### src/rtl/uart_rx_ctrl_if.sv
// ---------------------------------------------------------------------------
// uart_rx_ctrl_if
// Host-side bundle of the UART receive controller: the received character,
// its status flags, the busy indication and the read-acknowledge pulse.
//
// Signals:
//   clr_rdy  host -> ctrl  single-cycle pulse from the host read
//   rx_data  ctrl -> host  received character
//   rx_rdy   ctrl -> host  character available
//   perr     ctrl -> host  parity error
//   ferr     ctrl -> host  framing error
//   ovf      ctrl -> host  overrun
//   busy     ctrl -> host  receiver is inside a frame
//
// Modports:
//   master  used by the receive controller
//   slave   used by the CPU-side read/status logic
// ---------------------------------------------------------------------------
interface uart_rx_ctrl_if;
    logic       clr_rdy;
    logic [7:0] rx_data;
    logic       rx_rdy;
    logic       perr;
    logic       ferr;
    logic       ovf;
    logic       busy;

    modport master (
        input  clr_rdy,
        output rx_data,
        output rx_rdy,
        output perr,
        output ferr,
        output ovf,
        output busy
    );

    modport slave (
        output clr_rdy,
        input  rx_data,
        input  rx_rdy,
        input  perr,
        input  ferr,
        input  ovf,
        input  busy
    );
endinterface

### src/rtl/uart_rx_ctrl.sv
// ---------------------------------------------------------------------------
// uart_rx_ctrl
// UART receive controller. Uses the bit-period counts from the baud rate
// decoder to detect a start bit, validate it at mid-bit, then sample the
// data, optional parity and stop bits of each frame. The received byte and
// its status flags are presented to the host through uart_rx_ctrl_if.
//
// Ports:
//   clk      system clock
//   reset    asynchronous, active-high reset
//   k        full bit period in clk cycles
//   k_div2   half bit period in clk cycles
//   rx       serial data in, idle high
//   eight    1 = 8 data bits, 0 = 7 data bits
//   pen      parity enable
//   ohel     parity sense: 1 = odd, 0 = even
//   host     uart_rx_ctrl_if.master (clr_rdy in; rx_data, rx_rdy, perr,
//            ferr, ovf, busy out)
//
// Parameters:
//   CW       width of k/k_div2 and of the bit-time counter
//
// Build option:
//   UART_RX_SYNC_EN  when defined, rx passes through a 2-flop synchronizer
//                    (reset to 1) before the state machine; all latencies
//                    grow by 2 cycles. When undefined, rx must already be
//                    synchronous to clk.
// ---------------------------------------------------------------------------
module uart_rx_ctrl #(
    parameter int CW = 20
) (
    input  logic          clk,
    input  logic          reset,
    input  logic [CW-1:0] k,
    input  logic [CW-1:0] k_div2,
    input  logic          rx,
    input  logic          eight,
    input  logic          pen,
    input  logic          ohel,
    uart_rx_ctrl_if.master host
);

    localparam logic [CW-1:0] ONE = CW'(1);

    typedef enum logic [1:0] {
        IDLE  = 2'd0,
        START = 2'd1,
        DATA  = 2'd2,
        STOP  = 2'd3
    } state_t;

    state_t        state;
    state_t        state_next;
    logic          rx_s;

    logic [CW-1:0] k_lat;
    logic [CW-1:0] kd2_lat;
    logic          eight_lat;
    logic          pen_lat;
    logic          ohel_lat;

    logic [CW-1:0] cnt;
    logic [CW-1:0] target;
    logic [CW-1:0] target_eff;
    logic          btu;

    logic [3:0]    bit_cnt;
    logic [3:0]    n_bits;
    logic [8:0]    shreg;

    logic          start_det;
    logic          load;
    logic [7:0]    data_bits;
    logic          parity_bit;
    logic          parity_bad;

    logic [7:0]    rx_data_q;
    logic          rx_rdy_q;
    logic          perr_q;
    logic          ferr_q;
    logic          ovf_q;
    logic          busy_q;

`ifdef UART_RX_SYNC_EN
    // Two-flop synchronizer; both stages reset to the idle level so reset
    // release never looks like a start bit.
    logic [1:0] sync_ff;

    always_ff @(posedge clk or posedge reset) begin
        if (reset) begin
            sync_ff <= 2'b11;
        end else begin
            sync_ff <= {sync_ff[0], rx};
        end
    end

    assign rx_s = sync_ff[1];
`else
    assign rx_s = rx;
`endif

    assign start_det = (state == IDLE) && !rx_s;

    // Frame configuration is captured when the start bit is first seen so
    // that host writes during a frame only affect the next one.
    always_ff @(posedge clk or posedge reset) begin
        if (reset) begin
            k_lat     <= '0;
            kd2_lat   <= '0;
            eight_lat <= 1'b0;
            pen_lat   <= 1'b0;
            ohel_lat  <= 1'b0;
        end else if (start_det) begin
            k_lat     <= k;
            kd2_lat   <= k_div2;
            eight_lat <= eight;
            pen_lat   <= pen;
            ohel_lat  <= ohel;
        end
    end

    // Half a bit to reach mid-start, full bits afterwards. A zero target
    // would never match target-1, so it is promoted to 1.
    assign target     = (state == START) ? kd2_lat : k_lat;
    assign target_eff = (target == '0) ? ONE : target;
    assign btu        = (state != IDLE) && (cnt == (target_eff - ONE));

    assign n_bits = (eight_lat ? 4'd8 : 4'd7) + {3'b000, pen_lat};

    // Bit-time counter: parked at 0 in IDLE, wraps on every btu so each
    // interval is exactly target cycles long.
    always_ff @(posedge clk or posedge reset) begin
        if (reset) begin
            cnt <= '0;
        end else if ((state == IDLE) || btu) begin
            cnt <= '0;
        end else begin
            cnt <= cnt + ONE;
        end
    end

    // State register and registered busy flag.
    always_ff @(posedge clk or posedge reset) begin
        if (reset) begin
            state  <= IDLE;
            busy_q <= 1'b0;
        end else begin
            state  <= state_next;
            busy_q <= (state_next != IDLE);
        end
    end

    // Next-state logic. The final data/parity sample and the move to STOP
    // happen on the same btu.
    always_comb begin
        state_next = state;
        case (state)
            IDLE: begin
                if (!rx_s) begin
                    state_next = START;
                end
            end
            START: begin
                if (btu) begin
                    state_next = rx_s ? IDLE : DATA;
                end
            end
            DATA: begin
                if (btu && (bit_cnt == (n_bits - 4'd1))) begin
                    state_next = STOP;
                end
            end
            STOP: begin
                if (btu) begin
                    state_next = IDLE;
                end
            end
            default: begin
                state_next = IDLE;
            end
        endcase
    end

    // Data and parity bits land at their bit index, LSB first, so the
    // parity bit sits at index 7 or 8 depending on the character length.
    always_ff @(posedge clk or posedge reset) begin
        if (reset) begin
            bit_cnt <= 4'd0;
            shreg   <= '0;
        end else if ((state == START) && btu) begin
            bit_cnt <= 4'd0;
        end else if ((state == DATA) && btu) begin
            shreg[bit_cnt] <= rx_s;
            bit_cnt        <= bit_cnt + 4'd1;
        end
    end

    assign load       = (state == STOP) && btu;
    assign data_bits  = eight_lat ? shreg[7:0] : {1'b0, shreg[6:0]};
    assign parity_bit = eight_lat ? shreg[8] : shreg[7];
    assign parity_bad = pen_lat & (parity_bit != ((^data_bits) ^ ohel_lat));

    // Host-visible character and flags. A load takes priority over a
    // coincident clr_rdy; in that case the old character was read on this
    // very cycle, so it does not count as an overrun.
    always_ff @(posedge clk or posedge reset) begin
        if (reset) begin
            rx_data_q <= 8'h00;
            rx_rdy_q  <= 1'b0;
            perr_q    <= 1'b0;
            ferr_q    <= 1'b0;
            ovf_q     <= 1'b0;
        end else if (load) begin
            rx_data_q <= data_bits;
            rx_rdy_q  <= 1'b1;
            ferr_q    <= ~rx_s;
            perr_q    <= parity_bad;
            ovf_q     <= rx_rdy_q & ~host.clr_rdy;
        end else if (host.clr_rdy) begin
            rx_rdy_q  <= 1'b0;
            perr_q    <= 1'b0;
            ferr_q    <= 1'b0;
            ovf_q     <= 1'b0;
        end
    end

    assign host.rx_data = rx_data_q;
    assign host.rx_rdy  = rx_rdy_q;
    assign host.perr    = perr_q;
    assign host.ferr    = ferr_q;
    assign host.ovf     = ovf_q;
    assign host.busy    = busy_q;

endmodule

### src/flat_wrapper.sv
// flat-port wrapper written by rule: the top's interface ports become plain ports
module uart_rx_ctrl_flat 
#(
    parameter int CW = 20
)
  (clk, reset, k, k_div2, rx, eight, pen, ohel, host_clr_rdy, host_rx_data, host_rx_rdy, host_perr, host_ferr, host_ovf, host_busy);
  uart_rx_ctrl_if host_i ();
  input  logic clk;
  input  logic reset;
  input  logic [CW-1:0] k;
  input  logic [CW-1:0] k_div2;
  input  logic rx;
  input  logic eight;
  input  logic pen;
  input  logic ohel;
  input wire logic [$bits(host_i.clr_rdy)-1:0] host_clr_rdy;
  output wire logic [$bits(host_i.rx_data)-1:0] host_rx_data;
  output wire logic [$bits(host_i.rx_rdy)-1:0] host_rx_rdy;
  output wire logic [$bits(host_i.perr)-1:0] host_perr;
  output wire logic [$bits(host_i.ferr)-1:0] host_ferr;
  output wire logic [$bits(host_i.ovf)-1:0] host_ovf;
  output wire logic [$bits(host_i.busy)-1:0] host_busy;
  assign host_i.clr_rdy = host_clr_rdy;
  assign host_rx_data = host_i.rx_data;
  assign host_rx_rdy = host_i.rx_rdy;
  assign host_perr = host_i.perr;
  assign host_ferr = host_i.ferr;
  assign host_ovf = host_i.ovf;
  assign host_busy = host_i.busy;
  uart_rx_ctrl #(.CW(CW)) u_core (.clk(clk), .reset(reset), .k(k), .k_div2(k_div2), .rx(rx), .eight(eight), .pen(pen), .ohel(ohel), .host(host_i));
endmodule
### config.mk
export PLATFORM = sky130hd
export DESIGN_NAME = uart_rx_ctrl_flat
export DESIGN_NICKNAME = d
export VERILOG_FILES = /design/src/rtl/uart_rx_ctrl_if.sv /design/src/rtl/uart_rx_ctrl.sv /design/src/flat_wrapper.sv
export SDC_FILE = /design/constraint.sdc
export NUM_CORES = 1
export LEC_CHECK = 0
export ABC_AREA = 1
export CORE_ASPECT_RATIO = 0.9
export CORE_MARGIN = 8
export CORE_UTILIZATION = 35
export DETAILED_ROUTE_END_ITERATION = 10
export GPL_TIMING_DRIVEN = 0
export HOLD_SLACK_MARGIN = 0.05
export PLACE_DENSITY = 0.62
export REMOVE_ABC_BUFFERS = 1
export SLEW_MARGIN = 20
export SYNTH_ARGS = -nofsm -noshare
export SYNTH_HDL_FRONTEND = slang
export SYNTH_SLANG_ARGS = --single-unit
export TNS_END_PERCENT = 20
### constraint.sdc
create_clock -name clk -period 7.27 [get_ports clk]
set_input_delay 0.727 -clock clk [delete_from_list [all_inputs] [get_ports clk]]
set_output_delay 0.727 -clock clk [all_outputs]
set_load 0.05 [all_outputs]
**After elaboration in Yosys (flattened, before gate mapping)**

Index checks and enable logic that the tools add are counted.

- Register bits after elaboration: 91
- Input bits: 47
- Output and inout bits: 13
- Word-level logic and storage cells: 73

- $add $sub $neg: 5
- Magnitude comparators: 2
- Eq/ne operators: 6
- Muxes and demuxes: 22
- Bitwise operators: 6
- Reductions and logical operators: 17

Operators by type and width:

| operator | count |
|---|---|
| two-way mux 20 bit | 3 |
| adder 20 x 1 -> 20 bit (second input constant) | 1 |
| == test 20 bit | 1 |
| logical NOT 20 bit | 1 |
| subtractor 20 x 1 -> 20 bit (second input constant) | 1 |
| two-way mux 4 bit | 3 |
| two-way mux 2 bit | 5 |
| bitwise mux 9 bit | 1 |
| two-way mux 8 bit | 1 |
| one-hot mux 2 bit (4 select lines) | 1 |
| nonzero test 2 bit | 4 |
| XOR reduction 8 bit | 1 |
| logical AND 1 bit | 7 |
| two-way mux 1 bit | 7 |
| < comparator 4 x 5 -> 1 bit (second input constant) | 1 |
| adder 4 x 1 -> 4 bit | 1 |
| adder 4 x 1 -> 4 bit (second input constant) | 1 |
| demux 1 bit (select 4 bit) | 1 |
| == test 2 bit (second input constant) | 2 |
| == test 4 bit | 1 |
| >= comparator 4 x 1 -> 1 bit (second input constant) | 1 |
| subtractor 4 x 1 -> 4 bit (second input constant) | 1 |
| NOT 1 bit | 3 |
| bitwise AND 1 bit | 2 |
| 7 further kinds | 7 |

**Longest topological paths before layout**

Gate-level depths: netlist of run 1.

- Depth in word-level cells: 11
- Depth in mapped cells: 27
- Gate-level depth less buffers: 26

**Worst setup path after synthesis of run 1**

No wires, ideal clock.

- Path kind: register to register
- Start point: register u_core.state[1]
- End point: register u_core.rx_data_q[0] (netlist: u_core.host.rx_data[0])
- Arrival time: 3.137 ns
- Setup slack: 4.016 ns
- Cell stages (with the launch flop): 25
- Clock period less this slack: 3.254 ns
- Path through: dfrtp_1 -> inv_2 -> nand2_1 -> buf_2 -> o21ai_0 -> nand2_1 -> nor2_1 -> nand2_1 -> nor2_2 -> nor2_4 -> ha_1 -> nand3_1 -> nor2_2 -> nand2_1 -> nor2_1 -> xor2_1 -> inv_1 -> nand4_1 -> nor2_1 -> nand3_1 -> nor2_4 -> nand2_4 -> buf_6 -> o21ai_1 -> inv_1

- Word-level cells in the longest chain between the ends: 8
- Elaborated cells on any way between the ends: 10
- Classes of those cells: 1 x add/sub; 3 x eq/ne; 2 x mux; 4 x reduce/logical

Ends and longest elaborated chain:

| item | line | RTL |
|---|---|---|
| from (decl) | uart_rx_ctrl.sv:52 | `state_t state;` |
| from (signal assigned) | uart_rx_ctrl.sv:148 | `state <= state_next;` |
| == test 2 x 1 -> 1 bit | uart_rx_ctrl.sv:124 | `assign target = (state == START) ? kd2_lat : k_lat;` |
| two-way mux 20 bit | uart_rx_ctrl.sv:124 |  |
| logical NOT 20 bit | uart_rx_ctrl.sv:125 | `assign target_eff = (target == '0) ? ONE : target;` |
| two-way mux 20 bit | uart_rx_ctrl.sv:125 |  |
| subtractor 20 x 1 -> 20 bit | uart_rx_ctrl.sv:126 | `assign btu = (state != IDLE) && (cnt == (target_eff - ONE));` |
| == test 20 bit | uart_rx_ctrl.sv:126 |  |
| logical AND 1 bit | uart_rx_ctrl.sv:126 |  |
| logical AND 1 bit (*) | uart_rx_ctrl.sv:198 | `assign load = (state == STOP) && btu;` |
| to (signal assigned) | uart_rx_ctrl.sv:214 | `rx_data_q <= data_bits;` |
| to (decl) | uart_rx_ctrl.sv:77 | `logic [7:0] rx_data_q;` |

Mark *: on every way between the ends. The rest lies on a longest branch, timed or not.
A chain may end at the register's enable or synchronous reset.

**Worst setup path after layout of run 1**

- Start point: register u_core.state[0]
- End point: register u_core.cnt[12]

- Word-level cells in the longest chain between the ends: 9
- Elaborated cells on any way between the ends: 11
- Classes of those cells: 1 x add/sub; 2 x eq/ne; 3 x mux; 5 x reduce/logical

Ends and longest elaborated chain:

| item | line | RTL |
|---|---|---|
| == test 2 x 1 -> 1 bit | uart_rx_ctrl.sv:124 |  |
| two-way mux 20 bit | uart_rx_ctrl.sv:124 |  |
| logical NOT 20 bit | uart_rx_ctrl.sv:125 |  |
| two-way mux 20 bit | uart_rx_ctrl.sv:125 |  |
| subtractor 20 x 1 -> 20 bit | uart_rx_ctrl.sv:126 |  |
| == test 20 bit | uart_rx_ctrl.sv:126 |  |
| logical AND 1 bit | uart_rx_ctrl.sv:126 |  |
| logical OR 1 bit (*) | uart_rx_ctrl.sv:135 | `end else if ((state == IDLE) \|\| btu) begin` |
| two-way mux 20 bit (*) | uart_rx_ctrl.sv:135 |  |
| to (signal assigned) | uart_rx_ctrl.sv:138 | `cnt <= cnt + ONE;` |
| to (decl) | uart_rx_ctrl.sv:62 | `logic [CW-1:0] cnt;` |

Marks and branches as above.

==> metrics.md, run 1 <==
| Metric | Value |
|---|---|
| Met2 routed WL | `5.87 mm` |
| Filler cells | `1,681` |
| PD cells | `153 nW/um2` |
| Top sig layer | `met4` |
| IO Port Bufs | `59` |
| Area occupied by multi-input gates | `2890 um2` |
| CP Launch Point | `u_core.state[0]$_DFF_PP0_` |
| Avg Cell Area, Syn | `7.37 um2` |
| CTS tree | `done` |
| Crit-path max FO | `38` |
| Reg-to-reg slack, setup | `2.11 ns` |
| Setup bufs post-CTS | `0` |
| DRT iter0 DRCs | `294` |
| Drt drc | `0` |
| Remaining antenna violation count | `0` |
| R2r startpoint | `u_core.state[0]$_DFF_PP0_` |
| Clk root buf | `clkbuf_16` |
| Fmax | `194 MHz` |
| Setup CP Type | `reg -> reg` |
| Post-CTS sizing | `0` |
| Cts hold-fix bufs | `0` |
| Yosys warns | `0` |
| Register area share after synthesis | `39.9%` |
| Final core occ | `42.4%` |
| Worst Setup End Kind | `flip-flop` |
| Initial antenna violation count | `0` |
| Mapped Cells | `774` |
| Worst R2R Path Depth | `18` |
| M1 WL | `6.82 mm` |
| Post-Route WL | `13.4 mm` |
| Lkg Pwr | `3.43 nW` |
| Final instance area | `6820 um2` |
| Largest net degree at the start of global routing | `72` |
| Final hold violation count | `0` |
| RSZ-0062 raised after global routing | `no` |
| Min Tclk post-route | `5.16 ns` |
| # setup viols final | `0` |
| Core Box Area | `16,100 um2` |
| Share of the synthesized area in the top cell type | `39.9%` |
| Ports | `60` |
| Register Area | `2280 um2` |
| Number of flops mapped to enable cells by yosys | `0` |
| Number of diodes | `0` |
| GRT Overall Usage | `14.0%` |
| Total grt overflow | `0` |
| Library cells used by synthesis | `32` |
| Row count | `44` |
| Area leader, netlist | `dfrtp_1` |
| Clock Skews | `0.0103 ns` |
| Max_slew headroom | `47.4%` |
| Die Span X | `151 um` |
| Initial Utilization | `35.5%` |
| Vias in the first global route | `4,864` |
| Longest Clk Path Bufs | `2` |
| Hold Path Class | `reg -> reg` |
| Hold Path End | `u_core.host.rx_data[7]$_DFFE_PP0P_` |
| Sink Count | `91` |
| Worst-Margin Slew | `0.789 ns` |
| Nets | `878` |
| Max-cap violations | `0` |
| Async set-reset flop share out of synthesis | `100%` |
| Post-Place Cell Area | `6490 um2` |
| H-tree depth | `3` |
| Die height | `137 um` |
| Clk Latency, worst-skew pair | `0.36 ns` |
| Syn-to-layout area delta | `19.4%` |
| Top_reg_cell synth | `dfrtp_1` |
| DR pass1 iterations | `4` |
| RR Endpoint | `u_core.cnt[12]$_DFF_PP0_` |
| Placed insts | `1,019` |
| Min-delay src | `u_core.host.rx_data[7]$_DFFE_PP0P_` |
| Synth Cell Area | `5710 um2` |
| Critical Path RT | `7.47 ns` |
| Final GP Congestion | `0.907` |
| CP Data Arrival Time | `5.36 ns` |
| Largest cells by area after synthesis | `dfrtp_1 40%, nand2_1 12%, inv_1 7.0%` |
| Final period util | `71.0%` |
| Share of post-route cells with drive strength above 1 | `8.09%` |
| Clk pin slew, worst setup/hold paths | `0.07 ns` |
| #FFs+latches synth | `91` |
| Met3 Wirelength | `420 um` |
| Vias | `4,928` |
| DP HPWL | `10.1 mm` |
| Worst setup SP type | `flip-flop` |
| Wire per inst | `13.0 um` |
| Peak supply drop | `102 uV` |
| Count of cells along the worst hold path | `2` |
| Die Area | `20,700 um2` |
| Post-route setup slack | `2.11 ns` |
| CTS Buf Count | `9` |
| Vias per inst | `4.76` |
| Non-filler cells, final | `1,035` |
| Setup_tns | `0 ns` |
| First-pass GRT wire length | `23.2 mm` |
| Final Max Tran Viols | `0` |
| Outcome | `finished clean` |
| Worst slack at placement | `1.66 ns` |
-- metrics by stage --
step	total power (W)	hold WS [ns]
after global routing	0.00108	0.520
after floorplan	0.000524	0.458
final	0.00105	0.505
after detailed placement	0.000555	0.484
after CTS	0.00106	0.506
after global placement	0.000553	0.489
-- report_power, final --
part	switching, W	internal (W)	total, W	leakage (nW)
Sequential	0.0000000000000000000292	0.000506	0.000506	1.05
Clock	0.000204	0.000297	0.000501	0.159
Combinational	0.0000149	0.0000232	0.0000381	2.21
-- critical path: stages, from the launching register on --
cell and delay (ns):
dfrtp_1 0.85, nand2_2 0.61, nand2_1 0.19, nand2_1 0.28, nand2_1 0.20, nor2_1 0.06
nand3_1 0.10, nor2_2 0.06, nor2_4 0.21, ha_1 0.25, nand3_1 0.16, nor2_2 0.26
nand3_1 0.12, xnor2_1 0.33, nand3_1 0.12, nor2_1 0.25, nand4_1 0.21, nand2_1 0.61
nor3b_1 0.12
-- per-layer routing --
layer	up-vias	global-route usage, %
met5	-	0
met4	0	6.26
met3	21	2.45
met2	83	20.9
met1	2279	19.4
li1	2545	-
-- kinds of logic (layout without fill, tap and decap cells) --
group / after synthesis / in the layout / share of synthesized area [%]
xor gates and xnor gates: 42 / 42 / 6.69
buffers and inverters: 135 / 189 / 9.69
and+or+nand+nor: 428 / 428 / 34.2
AOI/OAI and AO/OA: 55 / 55 / 4.82
muxes: 15 / 15 / 2.96
adders and majority gates: 8 / 8 / 1.75
DFF: 91 / 91 / 39.9
-- Yosys cell counts (all sizes together) (3+ instances only) --
library cell    n
clkbuf         10
xor2           32
buf            13
mux2           15
nor2          115
o21ai          22
ha              8
nand2         195
nand3b          3
nor3b           7
a21oi          33
inv           112
nand4          34
nor3           13
nand3          60
dfrtp          91
xnor2           9
-- placed cells by master, fill, tap and decap left out, types with 2 or more instances in the layout --
cell and count:
nand2_2 8, nand2_4 2, nor3b_1 7, clkdlybuf4s50_1 59
mux2_2 15, nand3_1 58, o21ai_1 16, o21ai_0 6
nor2_2 9, nand3b_1 3, nor3_1 12, inv_2 5
clkinv_4 2, clkbuf_16 9, nand4_1 33, ha_1 8
nand2_1 185, clkbuf_8 3, inv_6 2, xor2_1 32
dfrtp_1 91, nor2_4 4, a21oi_1 33, xnor2_1 9
buf_16 2, nor2_1 101, inv_1 106
-- sequential cells by signal (all words and copies together), names as in the netlist --
name	flops
u_core.eight_lat	1
u_core.shreg	9
u_core.host.busy	1
u_core.kd2_lat	20
u_core.pen_lat	1
u_core.host.rx_data	8
u_core.bit_cnt	4
u_core.cnt	20
u_core.ohel_lat	1
u_core.host.ovf	1
u_core.host.perr	1
u_core.k_lat	20
u_core.host.rx_rdy	1
u_core.state	2
u_core.host.ferr	1
-- worst max path at each step --
stage / end / slack [ns] / cells after the start
finish: u_core.cnt[12]$_DFF_PP0_ / 2.11 / 18
global route: u_core.cnt[15]$_DFF_PP0_ / 1.57 / 19
CTS: u_core.cnt[12]$_DFF_PP0_ / 1.64 / 18
detailed placement: u_core.cnt[12]$_DFF_PP0_ / 1.66 / 18
global placement: u_core.cnt[2]$_DFF_PP0_ / 1.74 / 18
floorplan: u_core.host.rx_data[0]$_DFFE_PP0P_ / 3.30 / 21
-- layout make-up --
class | instances | area share [%]
Clock buffer | 12 | 3.91
Timing Repair Buffer | 61 | 9.47
Inverter | 112 | 6.24
Clock inverter | 4 | 0.826
Multi-Input combinational cell | 548 | 42.4
Sequential cell | 91 | 33.4
Tap cell | 207 | 3.80
Power figures use the tool's default switching activity.
==> run 2, diff against run 1 <==
clock period = 5.07 ns   (was 7.27 ns; I/O delays follow)
==> metrics.md, run 2 (synthesis results as in run 1) <==
| Metric | Value |
|---|---|
| Outcome | `finished clean` |
| Max-cap violations | `0` |
| Number of diodes | `0` |
| Ports | `60` |
| Initial antenna violation count | `0` |
| Filler cells | `1,677` |
| Post-Place Cell Area | `6490 um2` |
| Worst R2R Path Depth | `23` |
| PD cells | `219 nW/um2` |
| Syn-to-layout area delta | `19.9%` |
| H-tree depth | `3` |
| Final instance area | `6840 um2` |
| Area occupied by multi-input gates | `2910 um2` |
| Fmax | `221 MHz` |
| Setup CP Type | `reg -> reg` |
| Setup bufs post-CTS | `0` |
| Biggest regs | `u_core.cnt x20, u_core.k_lat x20, u_core.kd2_lat x20` |
| Cts hold-fix bufs | `0` |
| CP Data Arrival Time | `4.76 ns` |
| Worst setup SP type | `flip-flop` |
| Core Box Area | `16,100 um2` |
| Post-route setup slack | `0.549 ns` |
| Wire per inst | `13.0 um` |
| First-pass GRT wire length | `23.2 mm` |
| Clock power share | `47.9%` |
| DR pass1 iterations | `5` |
| Clock Skews | `0.00844 ns` |
| Remaining antenna violation count | `0` |
| Commonest non-fill, non-tap cell in the layout | `nand2_1` |
| CTS Buf Count | `9` |
| Clk Latency, worst-skew pair | `0.35 ns` |
| GRT Overall Usage | `14.0%` |
| Die Area | `20,700 um2` |
| Non-filler cells, final | `1,035` |
| Final Max Tran Viols | `0` |
| Longest Clk Path Bufs | `2` |
| Setup_tns | `0 ns` |
| Total grt overflow | `0` |
| Max_slew headroom | `50.3%` |
| Largest net degree at the start of global routing | `72` |
| Worst Setup End Kind | `flip-flop` |
| WHS | `0.482 ns` |
| Pint | `0.00119 W` |
| Switching Fraction | `20.8%` |
| Final GP Congestion | `0.907` |
| Worst slack at placement | `-0.539 ns` |
| # setup viols final | `0` |
| DRT iter0 DRCs | `298` |
| Final hold violation count | `0` |
| DP HPWL | `10.1 mm` |
| Share of post-route cells with drive strength above 1 | `8.33%` |
| Crit-path max FO | `21` |
| Clk root buf | `clkbuf_16` |
| Net Sw Power | `0.000311 W` |
| CTS tree | `done` |
| Post-Route WL | `13.4 mm` |
| Comb power frac | `3.6%` |
| Die Span X | `151 um` |
| Hold Path Class | `in -> async` |
| IO Port Bufs | `59` |
| Vias | `4,910` |
| Die height | `137 um` |
| RSZ-0062 raised after global routing | `no` |
| Worst-Margin Slew | `0.743 ns` |
| Post-CTS sizing | `3` |
| Row count | `44` |
| Nets | `878` |
| Lkg Pwr | `3.43 nW` |
| Peak supply drop | `146 uV` |
| Register Area | `2280 um2` |
| Vias in the first global route | `4,871` |
| Drt drc | `0` |
| Clk pin slew, worst setup/hold paths | `0.07 ns` |
| Sink Count | `91` |
| Vias per inst | `4.74` |
| Final period util | `89.2%` |
| Min Tclk post-route | `4.52 ns` |
| Critical Path RT | `5.31 ns` |
| Reg power frac | `48.5%` |
| Initial Utilization | `35.5%` |
| Commonest cells after routing, fill and taps aside | `184 x nand2_1, 106 x inv_1, 101 x nor2_1, 90 x dfrtp_1, 59 x clkdlybuf4s50_1` |
| Placed insts | `1,019` |
==> run 2: metrics by stage <==
step	power, W	utilization [%]
6_report	0.00150	42.6
5_1_grt	0.00155	42.6
4_1_cts	0.00151	42.4
3_5_place_dp	0.000796	40.4
3_3_place_gp	0.000793	40.0
2_1_floorplan	0.000751	-
==> run 2: routing by layer <==
layer	track usage (%)	wire, um	vias up
met2	20.9	5880	84
met4	6.26	336	0
met1	19.5	6720	2262
met5	0	0	-
li1	-	-	2543
met3	2.45	482	21
==> run 2: cell type report <==
class                   count  area share, %
clock buffers              12           3.89
clock inverters             4          0.823
inverters                 112           6.25
multi-input cells         548           42.5
flip-flops and latches     91           33.3
well taps                 207           3.78
repair buffers             61           9.43
==> run 2: final timing paths <==
kind                                             startpoint                            endpoint  slack, ns
worst max-delay path              u_core.state[0]$_DFF_PP0_       u_core.bit_cnt[0]$_DFFE_PP0P_       0.55
worst min-delay path                                  reset  u_core.host.rx_data[7]$_DFFE_PP0P_       0.48
worst max register to register    u_core.state[0]$_DFF_PP0_       u_core.bit_cnt[0]$_DFFE_PP0P_       0.55
worst min register to register  u_core.k_lat[5]$_DFFE_PP0P_         u_core.k_lat[5]$_DFFE_PP0P_       0.50
max in group asynchronous                             reset            u_core.cnt[11]$_DFF_PP0_       3.98
min in group clk                u_core.k_lat[5]$_DFFE_PP0P_         u_core.k_lat[5]$_DFFE_PP0P_       0.50
==> run 2: worst max-delay path, cell delays in order (launching register included) <==
cell and delay [ns]:
dfrtp_2 0.68, inv_2 0.20, nor2_4 0.37, nand2_1 0.09
nand2_1 0.14, nor2_1 0.08, nand2_1 0.13, inv_1 0.05
nand2_1 0.07, nor2_2 0.05, nor2_4 0.21, ha_1 0.25
nand3_1 0.16, nor2_2 0.25, nand2_1 0.16, nor2_2 0.16
xor2_1 0.19, nor2_1 0.06, nor2_1 0.22, nand4_1 0.20
nor2_4 0.26, nand3_1 0.19, o21ai_1 0.17, inv_1 0.06
==> run 2: power by group through the flow <==
stage	clock network, W	logic [W]	registers (W)
global placement	0	0.0000530	0.000740
CTS	0.000733	0.0000562	0.000726
finish	0.000716	0.0000545	0.000726
floorplan	0	0.0000115	0.000740
global route	0.000764	0.0000613	0.000725
detailed placement	0	0.0000562	0.000740
==> run 3, diff against run 2 <==
ABC_CLOCK_PERIOD_IN_PS = 5070   (was default)
CELL_PAD_IN_SITES_DETAIL_PLACEMENT = 1   (was default)
CELL_PAD_IN_SITES_GLOBAL_PLACEMENT = 1   (was default)
DONT_BUFFER_PORTS = 1   (was default)
PLACE_DENSITY = 0.71   (was 0.62)
==> metrics.md, run 3 (synthesis results as in run 1) <==
| Metric | Value |
|---|---|
| Longest Clk Path Bufs | `2` |
| Min-delay src | `rx` |
| Number of diodes | `0` |
| DP HPWL | `11.8 mm` |
| First-pass GRT wire length | `25.7 mm` |
| GRT Overall Usage | `15.6%` |
| Hold Path Class | `in -> reg` |
| Worst-Margin Slew | `0.756 ns` |
| Wire per inst | `15.5 um` |
| Worst Setup End Kind | `flip-flop` |
| Max-cap violations | `0` |
| PD cells | `226 nW/um2` |
| Count of cells along the worst hold path | `1` |
| Max_slew headroom | `49.6%` |
| Commonest non-fill, non-tap cell in the layout | `nand2_1` |
| Clock Skews | `0.0107 ns` |
| Worst path buffer plus inverter count | `2` |
| Largest net degree at the start of global routing | `73` |
| Ports | `60` |
| Final hold violation count | `0` |
| Top delay family on crit path | `simple AND/OR/NAND/NOR gates` |
| Placed insts | `959` |
| Remaining antenna violation count | `0` |
| R2r startpoint | `u_core.state[1]$_DFF_PP0_` |
| Critical path cell sequence | `inv_4, nand2_8, nand2_1, o21ai_0, nand2_1, nor2_1, nand2_1, nor2_2, nor2_4, ha_1, nand3_1, nor2_2, nand2_1, nor2_2, xor2_1, nor2_1, nor2_1, nand4_1, nor2_4, nand2_4, o21ai_1, inv_1` |
| CP Data Arrival Time | `4.85 ns` |
| Critical Path Most Common Cell | `nand2_1` |
| Commonest cells after routing, fill and taps aside | `183 x nand2_1, 106 x inv_1, 101 x nor2_1, 90 x dfrtp_1, 58 x nand3_1` |
| Clk Latency, worst-skew pair | `0.36 ns` |
| Fmax | `217 MHz` |
| Largest stage delay on the critical path | `0.56 ns` |
| Crit-path max FO | `38` |
| Vias in the first global route | `5,143` |
| Final GP Congestion | `0.876` |
| Biggest regs | `u_core.cnt x20, u_core.k_lat x20, u_core.kd2_lat x20` |
| RSZ-0062 raised after global routing | `no` |
| H-tree depth | `3` |
| Initial antenna violation count | `0` |
| Lkg Pwr | `3.18 nW` |
| Initial Utilization | `35.5%` |
| Peak supply drop | `160 uV` |
| IO Port Bufs | `0` |
| Hold Path End | `u_core.host.ferr$_DFFE_PP0P_` |
| Nets | `819` |
| Die height | `137 um` |
| Area occupied by multi-input gates | `2910 um2` |
| DRT iter0 DRCs | `240` |
| Clk root buf | `clkbuf_16` |
| Non-filler cells, final | `976` |
| Setup bufs post-CTS | `0` |
| Sink Count | `91` |
| Reg-to-reg slack, setup | `0.47 ns` |
| Register Area | `2280 um2` |
| Min Tclk post-route | `4.60 ns` |
| Syn-to-layout area delta | `8.59%` |
| DR pass1 iterations | `4` |
| Die Span X | `151 um` |
| CTS tree | `done` |
| Worst R2R Path Depth | `22` |
| Design Power | `0.00140 W` |
| Setup CP Type | `reg -> reg` |
| WHS | `0.237 ns` |
| Row count | `44` |
| Outcome | `finished clean` |
| Filler cells | `2,020` |
| Drt drc | `0` |
| Core Box Area | `16,100 um2` |
| Die Area | `20,700 um2` |
| Post-Route WL | `15.1 mm` |
| Worst setup SP type | `flip-flop` |
| Critical Path RT | `5.32 ns` |
| Clk pin slew, worst setup/hold paths | `0.07 ns` |
| Total grt overflow | `0` |
| Final period util | `90.8%` |
| Final core occ | `38.6%` |
| CTS Buf Count | `9` |
| Slowest cell on crit path | `dfrtp_1` |
| Share of post-route cells with drive strength above 1 | `8.97%` |
| Final Max Tran Viols | `0` |
| Vias per inst | `4.94` |
| # setup viols final | `0` |
| RR Endpoint | `u_core.host.rx_data[4]$_DFFE_PP0P_` |
| Vias | `4,826` |
[run 3: cell types whose count changed in the layout (fill, tap and decap cells not counted), sizes merged]
| cell | before | now |
|---|---|---|
| clkdlybuf4s50 | 59 | 0 |
| clkbuf | 12 | 9 |
| buf | 2 | 1 |
| dlygate4sd3 | 0 | 1 |
| inv | 113 | 117 |
| bufinv | 1 | 0 |
[run 3: what timing repair did]
item | CTS | global route
resized for setup | 3 | 6
hold buffers | 1 | 0
setup endpoints to repair | 45 | 48
endpoints found under the hold margin | 30 | 0
[run 3: worst max path at each step]
stage	startpoint	to	slack [ns]	cells after the start
detailed placement	u_core.state[0]$_DFF_PP0_	u_core.cnt[10]$_DFF_PP0_	-0.33	19
global placement	u_core.state[0]$_DFF_PP0_	u_core.cnt[2]$_DFF_PP0_	-0.55	18
global route	u_core.state[1]$_DFF_PP0_	u_core.host.rx_data[4]$_DFFE_PP0P_	0.05	23
floorplan	u_core.state[0]$_DFF_PP0_	u_core.host.rx_data[0]$_DFFE_PP0P_	1.10	21
CTS	u_core.state[1]$_DFF_PP0_	u_core.host.rx_data[4]$_DFFE_PP0P_	0.17	22
finish	u_core.state[1]$_DFF_PP0_	u_core.host.rx_data[4]$_DFFE_PP0P_	0.47	22
[run 3: cell type report]
type	instances	share of cell area [%]
Inverter	112	6.90
Clock buffer	9	3.63
Clock inverter	7	0.908
Sequential cell	91	36.8
Tap cell	207	4.18
Timing Repair Buffer	2	0.606
Multi-Input combinational cell	548	47.0
[run 3: layer usage]
| metal | vias up | wire length [um] | GRT usage [%] |
|---|---|---|---|
| li1 | 2416 | - | - |
| met1 | 2320 | 7140 | 19.9 |
| met2 | 74 | 7090 | 25.8 |
| met3 | 16 | 673 | 3.57 |
| met4 | 0 | 226 | 4.94 |
| met5 | - | 0 | 0 |
[run 3: through the flow]
stage / TNS, ns / instance area [um2] / worst slack, ns
CTS: 0 / 6180 / 0.169
detailed placement: -8.07 / 5880 / -0.330
global route: 0 / 6200 / 0.0456
finish: 0 / 6200 / 0.466
global placement: -20.35 / 5830 / -0.552
floorplan: 0 / 5580 / 1.10
[run 3: worst reg2reg max path, cell delays in order, from the launching register on]
cell and delay (ns):
dfrtp_1 0.56, inv_4 0.29, nand2_8 0.21, nand2_1 0.13, o21ai_0 0.23, nand2_1 0.15
nor2_1 0.08, nand2_1 0.09, nor2_2 0.05, nor2_4 0.22, ha_1 0.27, nand3_1 0.16
nor2_2 0.29, nand2_1 0.20, nor2_2 0.17, xor2_1 0.22, nor2_1 0.06, nor2_1 0.24
nand4_1 0.20, nor2_4 0.25, nand2_4 0.20, o21ai_1 0.18, inv_1 0.07
[run 3: report_power, final]
group	switching, W	internal, W
clock network	0.000315	0.000341
logic	0.0000157	0.00000341
registers	0.000000000000000000402	0.000725
